===== src/rtl/demux_stream_nway_pkg.sv =====
// Shared constants for the N-way stream demultiplexer: drop counter sizing,
// slot state encodings and the saturating increment used by the drop counter.
package demux_stream_nway_pkg;

   localparam int          DEMUX_CNT_W   = 16;
   localparam logic [15:0] DEMUX_CNT_MAX = 16'hFFFF;

   localparam logic SLOT_EMPTY = 1'b0;
   localparam logic SLOT_FULL  = 1'b1;

   function automatic logic [DEMUX_CNT_W-1:0] sat_inc(input logic [DEMUX_CNT_W-1:0] v);
      return (v == DEMUX_CNT_MAX) ? v : v + 1'b1;
   endfunction

endpackage


===== src/rtl/demux_slot.sv =====
// One-entry output slot: holds a single word from load until the consumer
// drains it; a load in the same cycle as a drain refills it (pass-through).
module demux_slot
   import demux_stream_nway_pkg::*;
#(
   parameter int WIDTH = 16
) (
   input  logic             clk,
   input  logic             rst_n,
   input  logic             flush,
   input  logic             load,
   input  logic             drain,
   input  logic [WIDTH-1:0] load_data,
   output logic             valid,
   output logic [WIDTH-1:0] data
);

   logic             state_p1;
   logic [WIDTH-1:0] data_p1;

   // Load wins over drain so a simultaneous drain+load keeps the slot full.
   always_ff @(posedge clk or negedge rst_n) begin
      if (!rst_n) begin
         state_p1 <= SLOT_EMPTY;
         data_p1  <= '0;
      end else if (flush) begin
         state_p1 <= SLOT_EMPTY;
         data_p1  <= '0;
      end else if (load) begin
         state_p1 <= SLOT_FULL;
         data_p1  <= load_data;
      end else if (drain) begin
         state_p1 <= SLOT_EMPTY;
      end
   end

   assign valid = (state_p1 == SLOT_FULL);
   assign data  = data_p1;

endmodule


===== src/rtl/demux_stream_nway.sv =====
// Registered N-way valid/ready demultiplexer with per-channel backpressure.
// Optional drop counter enabled by defining DEMUX_STREAM_DROP_CNT_EN.
module demux_stream_nway
   import demux_stream_nway_pkg::*;
#(
   parameter int WIDTH = 16,
   parameter int NOUT  = 8,
   parameter int SEL_W = $clog2(NOUT)
) (
   input  logic                   clk,
   input  logic                   rst_n,
   input  logic                   flush,
   input  logic                   in_valid,
   output logic                   in_ready,
   input  logic [SEL_W-1:0]       in_sel,
   input  logic [WIDTH-1:0]       in_data,
   output logic [NOUT-1:0]        out_valid,
   input  logic [NOUT-1:0]        out_ready,
   output logic [NOUT*WIDTH-1:0]  out_data,
   output logic                   sel_err,
   output logic [DEMUX_CNT_W-1:0] drop_cnt
);

   localparam int NPAD = 1 << SEL_W;

   logic            in_range;
   logic            accept;
   logic [NOUT-1:0] load_vec;
   logic [NPAD-1:0] valid_pad;
   logic [NPAD-1:0] ready_pad;

   // Pad to a power of two so any in_sel value indexes safely.
   assign valid_pad = NPAD'(out_valid);
   assign ready_pad = NPAD'(out_ready);
   assign in_range  = ({1'b0, in_sel} < (SEL_W+1)'(NOUT));
   assign in_ready  = rst_n & ~flush & (~in_range | ~valid_pad[in_sel] | ready_pad[in_sel]);
   assign accept    = in_valid & in_ready;

   for (genvar i = 0; i < NOUT; i++) begin : g_slot
      assign load_vec[i] = accept & in_range & (in_sel == SEL_W'(i));

      demux_slot #(.WIDTH(WIDTH)) u_slot (
         .clk       (clk),
         .rst_n     (rst_n),
         .flush     (flush),
         .load      (load_vec[i]),
         .drain     (out_ready[i]),
         .load_data (in_data),
         .valid     (out_valid[i]),
         .data      (out_data[i*WIDTH +: WIDTH])
      );
   end

   // Out-of-range words are consumed and reported one cycle later.
   always_ff @(posedge clk or negedge rst_n) begin
      if (!rst_n) sel_err <= 1'b0;
      else        sel_err <= accept & ~in_range;
   end

`ifdef DEMUX_STREAM_DROP_CNT_EN
   logic [DEMUX_CNT_W-1:0] drop_cnt_p1;

   always_ff @(posedge clk or negedge rst_n) begin
      if (!rst_n)                  drop_cnt_p1 <= '0;
      else if (accept & ~in_range) drop_cnt_p1 <= sat_inc(drop_cnt_p1);
   end

   assign drop_cnt = drop_cnt_p1;
`else
   assign drop_cnt = '0;
`endif

endmodule


===== config.mk =====
export PLATFORM = sky130hd
export DESIGN_NAME = demux_stream_nway
export DESIGN_NICKNAME = d
export VERILOG_FILES = /design/src/rtl/demux_stream_nway_pkg.sv /design/src/rtl/demux_slot.sv /design/src/rtl/demux_stream_nway.sv
export SDC_FILE = /design/constraint.sdc
export NUM_CORES = 1
export LEC_CHECK = 0
export ABC_CLOCK_PERIOD_IN_PS = 1400
export BUFFER_PORTS_ARGS = -buffer_cell sky130_fd_sc_hd__buf_2
export CORE_ASPECT_RATIO = 1.5
export CORE_MARGIN = 4
export CORE_UTILIZATION = 40
export DETAILED_ROUTE_END_ITERATION = 10
export MAX_ROUTING_LAYER = met4
export PLACE_DENSITY = 0.67
export SYNTH_ARGS = -nofsm -noshare
export SYNTH_HDL_FRONTEND = slang
export SYNTH_HIERARCHICAL = 1
export SYNTH_SLANG_ARGS = --single-unit

===== constraint.sdc =====
create_clock -name clk -period 1.4 [get_ports clk]
set_input_delay 0.21 -clock clk [delete_from_list [all_inputs] [get_ports clk]]
set_output_delay 0.21 -clock clk [all_outputs]
set_load 0.05 [all_outputs]

# Yosys cells after proc, flatten, opt, wreduce, memory -nomap -nowiden
# Cells that the tools add are included.
word_totals:
  reg_bits: 136
  elab_cells: 99
classes:
  magnitude_cmp: 1
  n_mux: 44
  n_bitwise: 14
  reduce_logical: 17
  eq_ne: 7
ops:
  columns: ["cell", "n"]
  rows:
  - ["2-to-1 mux 16 bit", 16]
  - ["2-to-1 mux 1 bit", 26]
  - ["nonzero test 3 bit", 8]
  - ["nonzero test 2 bit", 8]
  - ["equality test 3 bit, second input constant", 4]
  - ["AND 1 bit", 11]
  - ["binary-select mux 1 bit (select 3 bit)", 2]
  - ["equality test 3 x 2 -> 1 bit, second input constant", 2]
  - ["less-than comparator 3 x 4 -> 1 bit, second input constant", 1]
  - ["equality test 3 x 1 -> 1 bit, second input constant", 1]
  - ["logical NOT 3 bit", 1]
  - ["inverter 1 bit", 2]
  - ["bitwise OR 1 bit", 1]

# Longest topological paths before layout
# Gate-level depths: netlist (run 1).
logic_depth:
  word_depth: 9
  ltp_mapped: 8
  depth_no_buf: 5

# By module
# The synthesis (run 1) kept the hierarchy.
by_module_without_submodules:
  columns: ["mod", "n_inst", "area_each_um2", "cells_per_inst"]
  rows:
  - ["demux_slot", 8, 701.9, 56]
  - ["demux_stream_nway", 1, 390.4, 52]

# Worst setup path before layout (run 1)
# No wires, ideal clock.
synth_path:
  path_type: "reg-to-output"
  start: "reg g_slot[7].u_slot.state_p1"
  end: "out in_ready"
  t_required_ns: 1.190
  arrival_ns: 1.636
  path_stages_with_launch: 4
  n_path_buf: 0
  slack_ns: -0.446
  path_cell_list: "dfrtp_1 > and4b_1 > o41ai_2 > o311a_1"
synth_via:
  elab_chain_len: 5
synth_lines:
  columns: ["element", "line_no", "source"]
  rows:
  - ["from (decl)", "demux_slot.sv:18", "logic state_p1;"]
  - ["from (signal assigned)", "demux_slot.sv:24", "state_p1 <= SLOT_EMPTY;"]
  - ["from (signal assigned)", "demux_slot.sv:27", "state_p1 <= SLOT_EMPTY;"]
  - ["from (signal assigned)", "demux_slot.sv:30", "state_p1 <= SLOT_FULL;"]
  - ["binary-select mux 1 bit (select 3 bit)", "demux_stream_nway.sv:36", "assign in_ready = rst_n & ~flush & (~in_range | ~valid_pad[in_sel] | ready_pad[in_sel]);"]
  - ["2-to-1 mux 1 bit (not written as such)", "demux_stream_nway.sv:36", null]
  - ["inverter 1 bit", "demux_stream_nway.sv:36", null]
  - ["bitwise OR 1 bit", "demux_stream_nway.sv:36", null]
  - ["AND 1 bit", "demux_stream_nway.sv:36", null]
  - ["to (decl)", "demux_stream_nway.sv:14", "output logic in_ready,"]
# Every way passes these cells. The select of a mux whose other input is x is not followed.

# Final worst setup path (run 1)
# Same ends and word-level chain as after synthesis.

==> results.json, run 1 <==
{
  "critPathLaunchType": "flip-flop",
  "tightest_slew_ns": 0.733,
  "clk_pin_slew_ns": 0.06,
  "power_frac_comb": 0.081,
  "path_cells": "and4b_1 > o41ai_2 > o311a_4 > buf_8",
  "slew_viol_final": 0,
  "fin_cells": 924,
  "fin_tns_setup_ns": -10.54,
  "hold_viol": 0,
  "wl_mm": 17.9,
  "initial_core_util": 0.410,
  "dpl.cell_count": 862,
  "ctsHtreeMaxLevel": 4,
  "maxCapViolCount": 0,
  "layout_common_cells": "buf_2 (159), nor2_1 (128), dfrtp_1 (128)",
  "grt_pass1_wl_mm": 27.0,
  "maxSlewHeadroom": 0.512,
  "seqPwrFrac": 0.423,
  "die_h_um": 158,
  "synth_cell_types": 30,
  "worst_ir_drop_vdd_v": 0.000720,
  "grt_pass1_vias": 4807,
  "gp_congestion": 0.862,
  "antenna_found_initial": 1,
  "synthCells": 500,
  "required_ns": 1.19,
  "clock_skew_ns": 0.00970,
  "crit_end": "in_ready",
  "layout.nets": 745,
  "viasPerCell": 4.94,
  "drc": 0,
  "syn_to_final_growth_pct": 39.6,
  "arrival_ns": 1.75,
  "die_x_um": 108,
  "r2r-start": "g_slot[7].u_slot/valid$_DFFE_PN0P_",
  "critical_path_class": "reg -> out",
  "wire_per_inst_um": 19.4,
  "num_vias": 4562,
  "dieArea_um2": 17100,
  "drt-initial-drc-count": 216,
  "leakagePower_nw": 4.07,
  "core_area_um2": 14700,
  "cts_buffers": 17,
  "cp.depth": 4,
  "cts.sinks": 136,
  "final_common_cell": "buf_2",
  "finalCritPeriodShare": 1.40,
  "violations": "negative setup slack",
  "yosysSeqAreaShare": 0.567,
  "synthesis.area_um2": 6010,
  "min_path_type": "in -> reg",
  "drive_gt1_frac": 0.411,
  "setup_viol": 103,
  "r2r_slack_ns": -0.27,
  "clock_latency_ns": 0.40,
  "final.min_clock_period_ns": 1.96,
  "firstDrtPassIters": 4,
  "grtUsageTotal": 0.216,
  "path_max_fanout": 2,
  "clk_path_buf_depth": 2,
  "synth.ff_latch_count": 136,
  "io_buffer_count": 167,
  "worstSetupEndpointType": "primary output",
  "switching_share": 0.239,
  "worst-path-buf-inv": 1,
  "synth.avg_cell_area_um2": 12.0,
  "fmax_mhz": 511,
  "r2r-end": "g_slot[7].u_slot/data[14]$_DFFE_PN0P_",
  "cpPeakStageDelay_ns": 0.40,
  "dp_hpwl_mm": 11.6,
  "reg2regPathDepth": 10,
  "grt_max_degree": 131,
  "power.clock.fraction": 0.495,
  "startpoint": "g_slot[7].u_slot/valid$_DFFE_PN0P_",
  "cts_tree": "built",
  "yosysWarnings": 6,
  "rsz0062_at_grt": "yes",
  "p_sw_mw": 2.24,
  "ant_nets": 0,
  "crit_family": "compound AO/OA/AOI/OAI gates",
  "slowest_stage": "dfrtp_2",
  "power_density_nw_per_um2": 1120,
  "fp-row-count": 54,
  "grt.overflow.total": 0,
  "cts_root_buf": "clkbuf_16",
  "intPower_mw": 7.15,
  "ioPinCount": 185,
  "layout_setup_ws_ns": -0.556,
  "status": "complete, but fails checks"
}
## power groups by stage
| stage | combinational (mW) | clock [mW] | sequential, mW |
|---|---|---|---|
| 6_report | 0.765 | 4.65 | 3.98 |
| 5_1_grt | 0.812 | 4.90 | 3.98 |
| 4_1_cts | 0.768 | 4.74 | 3.98 |
| 3_5_place_dp | 0.721 | 0 | 4.05 |
| 3_3_place_gp | 0.706 | 0 | 4.05 |
| 2_1_floorplan | 0.330 | 0 | 4.14 |
## routing by layer
metal	vias to the layer above	part of all wire	track usage
met1	2292	0.40	0.247
li1	2066	-	-
met2	166	0.54	0.377
met4	0	0.027	0.0830
met5	-	0	-
met3	38	0.041	0.0379
## Yosys cell counts
library cell	instances	area, um2
dfrtp_1	136	3400
nor2_1	129	484
mux2i_1	128	1280
buf_4	18	135
buf_2	16	80.1
inv_1	13	48.8
buf_6	9	101
a21oi_1	8	40.0
buf_12	8	160
nand2b_1	8	50.1
nor3_1	4	20.0
nor2b_1	2	12.5
nor4_1	2	12.5
o21ai_0	2	10.0
o311a_1	2	20.0
a2111oi_0	1	8.76
a211oi_1	1	7.51
and4b_1	1	10.0
and4bb_1	1	12.5
conb_1	1	3.75
nand3_1	1	5.00
nand3b_1	1	7.51
nand3b_4	1	20.0
nand4_1	1	6.26
nor2b_4	1	13.8
nor3b_1	1	7.51
nor4b_1	1	8.76
nor4bb_1	1	10.0
o311ai_0	1	8.76
o41ai_2	1	16.3
## state kept, by name (all words and copies together), names as in the netlist
| name | count |
|---|---|
| g_slot.u_slot/data | 128 |
| g_slot.u_slot/valid | 8 |
## metrics by stage
step	setup slack [ns]	area (um2)	utilization	hold WS (ns)	total power, mW
after global routing	-0.609	8380	0.572	0.114	9.69
after floorplan	-0.214	6160	-	-0.0856	4.47
after CTS	-0.583	8350	0.570	0.0727	9.49
final	-0.556	8380	0.572	0.113	9.39
after global placement	-0.282	7210	0.492	0.140	4.75
after detailed placement	-0.311	7210	0.492	0.144	4.77
## cell type report
cell class / instances / area [um2]
multi-input cells: 316 / 2330
well taps: 196 / 245
fillers: 1242 / 6280
repair buffers: 230 / 1720
clock buffers: 21 / 440
flip-flops and latches: 136 / 3410
inverters: 13 / 53.8
diodes: 1 / 2.50
clock inverters: 11 / 174
## worst min path at each step
| stage | start | to | slack (ns) | cells past startpoint |
|---|---|---|---|---|
| final | out_ready[3] | g_slot[3].u_slot/valid$_DFFE_PN0P_ | 0.11 | 3 |
| after CTS | out_ready[3] | g_slot[3].u_slot/valid$_DFFE_PN0P_ | 0.07 | 3 |
| after detailed placement | rst_n | g_slot[3].u_slot/data[9]$_DFFE_PN0P_ | 0.14 | 2 |
| after floorplan | rst_n | g_slot[0].u_slot/data[0]$_DFFE_PN0P_ | -0.09 | 0 |
| after global routing | out_ready[4] | g_slot[4].u_slot/valid$_DFFE_PN0P_ | 0.11 | 3 |
| after global placement | rst_n | g_slot[3].u_slot/data[9]$_DFFE_PN0P_ | 0.14 | 2 |
## what timing repair did
action	4_1_cts	5_1_grt
hold endpoints to repair	6	0
buffers inserted	14	10
resized for setup	35	37
endpoints found under the setup margin	117	138
pin swaps	9	16
hold buffers	1	0
gates cloned	11	1
## cell families (layout without fill, tap and decap cells)
logic type	after synthesis	in the layout	synth area share
and+or+nand+nor	155	155	0.113
DFF	136	136	0.567
muxes	128	128	0.213
buffers and inverters	64	275	0.0875
AOI/OAI and AO/OA	16	16	0.0185
other	1	18	0.000624
## tightest hold or removal path, delay by kind of cell
kind            cells  cell delay [ns]
simple gates        1             0.13
buf+inv             1             0.09
compound gates      1             0.06
No activity file was read; power rests on OpenSTA's default activity.
==> inputs of run 2 (changes only) <==
--- a/config.mk
+++ b/config.mk
@@ -5,6 +5,7 @@
 export SDC_FILE = /design/constraint.sdc
 export NUM_CORES = 1
 export LEC_CHECK = 0
+export ABC_AREA = 1
 export ABC_CLOCK_PERIOD_IN_PS = 1400
 export BUFFER_PORTS_ARGS = -buffer_cell sky130_fd_sc_hd__buf_2
 export CORE_ASPECT_RATIO = 1.5
==> run 2 against run 1 <==
The run still ends with negative setup slack left. Area after synthesis is 0.94% lower. Global-route usage increased by 2.6 points. Via count rose by 21%. Routed wire length rose by 11%. First-iteration DRC count grew 99%. Largest power group unchanged. Highest routed layer unchanged.
==> results.json, run 2 <==
{
  "status": "complete, but fails checks",
  "violations": "negative setup slack",
  "yosysWarnings": 6,
  "min_path_type": "in -> reg",
  "diodes": 0,
  "yosysTopAreaCellShare": 0.572,
  "power_density_nw_per_um2": 1060,
  "final.min_clock_period_ns": 1.71,
  "synthMostInstantiatedCell": "nand2_1",
  "rsz0062_at_grt": "yes",
  "tightest_slew_ns": 0.613,
  "cts_root_buf": "clkbuf_16",
  "ant_nets": 0,
  "num_vias": 5524,
  "ys_top_cells_by_area": "dfrtp_1 (57%), nand2_1 (19%), nand3_1 (11%), buf_6 (4.5%), buf_4 (3.2%)",
  "slowest_stage": "dfrtp_2",
  "finalCritPeriodShare": 1.22,
  "ctsHtreeMaxLevel": 4,
  "ys.flop_type": "dfrtp_1",
  "required_ns": 1.19,
  "layout_common_cells": "nand2_1 (231), buf_2 (162), dfrtp_1 (128)",
  "leakagePower_nw": 4.96,
  "wire_per_inst_um": 18.1,
  "firstDrtPassIters": 5,
  "fin_area_um2": 8700,
  "core_area_um2": 14600,
  "cts_buffers": 17,
  "grt_pass1_vias": 5391,
  "clock_latency_ns": 0.41,
  "worstSetupEndpointType": "primary output",
  "synth.avg_cell_area_um2": 8.83,
  "num-fill-cells": 1314,
  "synthCells": 674,
  "grtUsageTotal": 0.242,
  "dieArea_um2": 16900,
  "maxSlewHeadroom": 0.591,
  "setup_viol": 137,
  "critical_path_class": "reg -> out",
  "multi_input_area_um2": 2710,
  "clock_skew_ns": 0.0115,
  "cpPeakStageDelay_ns": 0.40,
  "layout.nets": 925,
  "slew_viol_final": 0,
  "synth-edff-count": 0,
  "register_area_um2": 3410,
  "yosys.area.top_type": "dfrtp_1",
  "yosysSeqAreaShare": 0.572,
  "cts_tree": "built",
  "ioPinCount": 185,
  "synth.ff_latch_count": 136,
  "cts.sinks": 136,
  "clk_path_buf_depth": 2,
  "fmax_mhz": 586,
  "synthesis.area_um2": 5950,
  "grt_max_degree": 78,
  "fp-row-count": 54,
  "crit_family": "simple AND/OR/NAND/NOR gates",
  "syn_to_final_growth_pct": 46.2,
  "drt-initial-drc-count": 430,
  "layout_setup_ws_ns": -0.307,
  "drc": 0,
  "grt.overflow.total": 0,
  "io_buffer_count": 167,
  "clk_pin_slew_ns": 0.06,
  "wl_mm": 19.9,
  "initial_core_util": 0.408,
  "path_cells": "nand2_1 > nand2_1 > nand2_2 > nand3_2 > nand2_2 > and3_4 > buf_12",
  "maxCapViolCount": 0,
  "dp_hpwl_mm": 12.9,
  "drive_gt1_frac": 0.471,
  "path_max_fanout": 2,
  "critPathLaunchType": "flip-flop",
  "hold_viol": 0,
  "gp_congestion": 0.847,
  "worst-path-buf-inv": 1,
  "synthTopCellsByCount": "nand2_1 (307), dfrtp_1 (136), nand3_1 (135), buf_4 (25), buf_6 (24)",
  "arrival_ns": 1.50,
  "grt_pass1_wl_mm": 30.2,
  "viasPerCell": 5.01,
  "final_common_cell": "nand2_1",
  "largest_reg_flops": 128,
  "ys_async_sr_fraction": 1.00,
  "worst_ir_drop_vdd_v": 0.000661,
  "placed_area_um2": 7160,
  "fin_tns_setup_ns": -36.29,
  "die_h_um": 157,
  "die_x_um": 108,
  "antenna_found_initial": 0,
  "synth_cell_types": 13
}
==> run 2: changes by cell type in the layout (fill, tap and decap cells not counted), sizes merged, moves of 3 or more <==
| cell | previous run | this run |
|---|---|---|
| nand2 | 0 | 307 |
| clkinv | 3 | 6 |
| buf | 228 | 224 |
| nor2b | 3 | 0 |
| mux2i | 128 | 0 |
| nor2 | 129 | 34 |
| bufinv | 4 | 1 |
| nand2b | 8 | 0 |
| nor3 | 4 | 0 |
| a21oi | 8 | 0 |
| nand3 | 1 | 135 |
==> run 2: cell type report <==
| class | instances | area share |
|---|---|---|
| clock buffers | 18 | 0.0505 |
| well taps | 196 | 0.0282 |
| inverters | 13 | 0.00561 |
| repair buffers | 230 | 0.197 |
| multi-input cells | 496 | 0.312 |
| clock inverters | 14 | 0.0142 |
| flip-flops and latches | 136 | 0.392 |
==> run 2: repair_timing <==
| item | 4_1_cts | 5_1_grt |
|---|---|---|
| gates cloned | 8 | 4 |
| gates resized for setup | 88 | 113 |
| pin swaps | 34 | 74 |
| hold endpoints to repair | 26 | 0 |
| setup endpoints to repair | 138 | 139 |
| hold buffers | 1 | 0 |
| buffers inserted | 6 | 3 |
==> run 2: per-layer routing <==
metal / global-route usage / wire length [um]
met1: 0.302 / 7920
met5: - / 0
met2: 0.400 / 10300
met4: 0.0933 / 693
met3: 0.0349 / 1000
==> run 2: worst register-to-register path, stage by stage (launching register included) <==
cell     delay, ns
dfrtp_2       0.40
nand2_1       0.06
nand2_1       0.06
nand2_2       0.07
nand3_2       0.07
nand2_2       0.09
nand4_4       0.13
buf_6         0.16
nor2_4        0.19
nor2_4        0.07
buf_12        0.18
nand2_2       0.06
nand2_1       0.05
==> run 2: final timing paths <==
check / slack [ns] / from / depth (start not counted) / endpoint
min in group asynchronous: 0.38 / rst_n / 3 / g_slot[5].u_slot/data[9]$_DFFE_PN0P_
worst min register to register: 0.46 / g_slot[6].u_slot/data[5]$_DFFE_PN0P_ / 2 / g_slot[6].u_slot/data[5]$_DFFE_PN0P_
worst min-delay path: 0.05 / out_ready[0] / 4 / g_slot[0].u_slot/valid$_DFFE_PN0P_
worst max-delay path: -0.31 / g_slot[4].u_slot/valid$_DFFE_PN0P_ / 7 / in_ready
worst max register to register: -0.30 / g_slot[4].u_slot/valid$_DFFE_PN0P_ / 12 / g_slot[1].u_slot/data[6]$_DFFE_PN0P_
max in group asynchronous: 0.23 / rst_n / 4 / g_slot[6].u_slot/valid$_DFFE_PN0P_
==> run 2: metrics by stage <==
| stage | instances | hold WS (ns) | power, mW | worst slack [ns] | utilization |
|---|---|---|---|---|---|
| finish | 1103 | 0.0539 | 9.20 | -0.307 | 0.596 |
| global route | 1103 | 0.0505 | 9.53 | -0.396 | 0.596 |
| CTS | 1098 | 0.0386 | 9.22 | -0.319 | 0.560 |
| detailed placement | 1052 | 0.279 | 4.88 | -0.453 | 0.490 |
| global placement | 1052 | 0.277 | 4.87 | -0.434 | 0.490 |
| floorplan | 690 | -0.0856 | 4.52 | -0.242 | - |
==> run 2: cells by family (layout without fill, tap and decap cells) <==
group	count (synthesis)	after routing	share of synthesized area
other cells	1	17	0.000630
simple gates	475	479	0.342
buf+inv	62	275	0.0852
flops	136	136	0.572
==> run 2: where the power goes <==
group / total, mW / internal [mW] / switching, mW
clock network: 4.27 / 2.50 / 1.77
registers: 3.98 / 3.96 / 0.0188
logic: 0.954 / 0.232 / 0.723
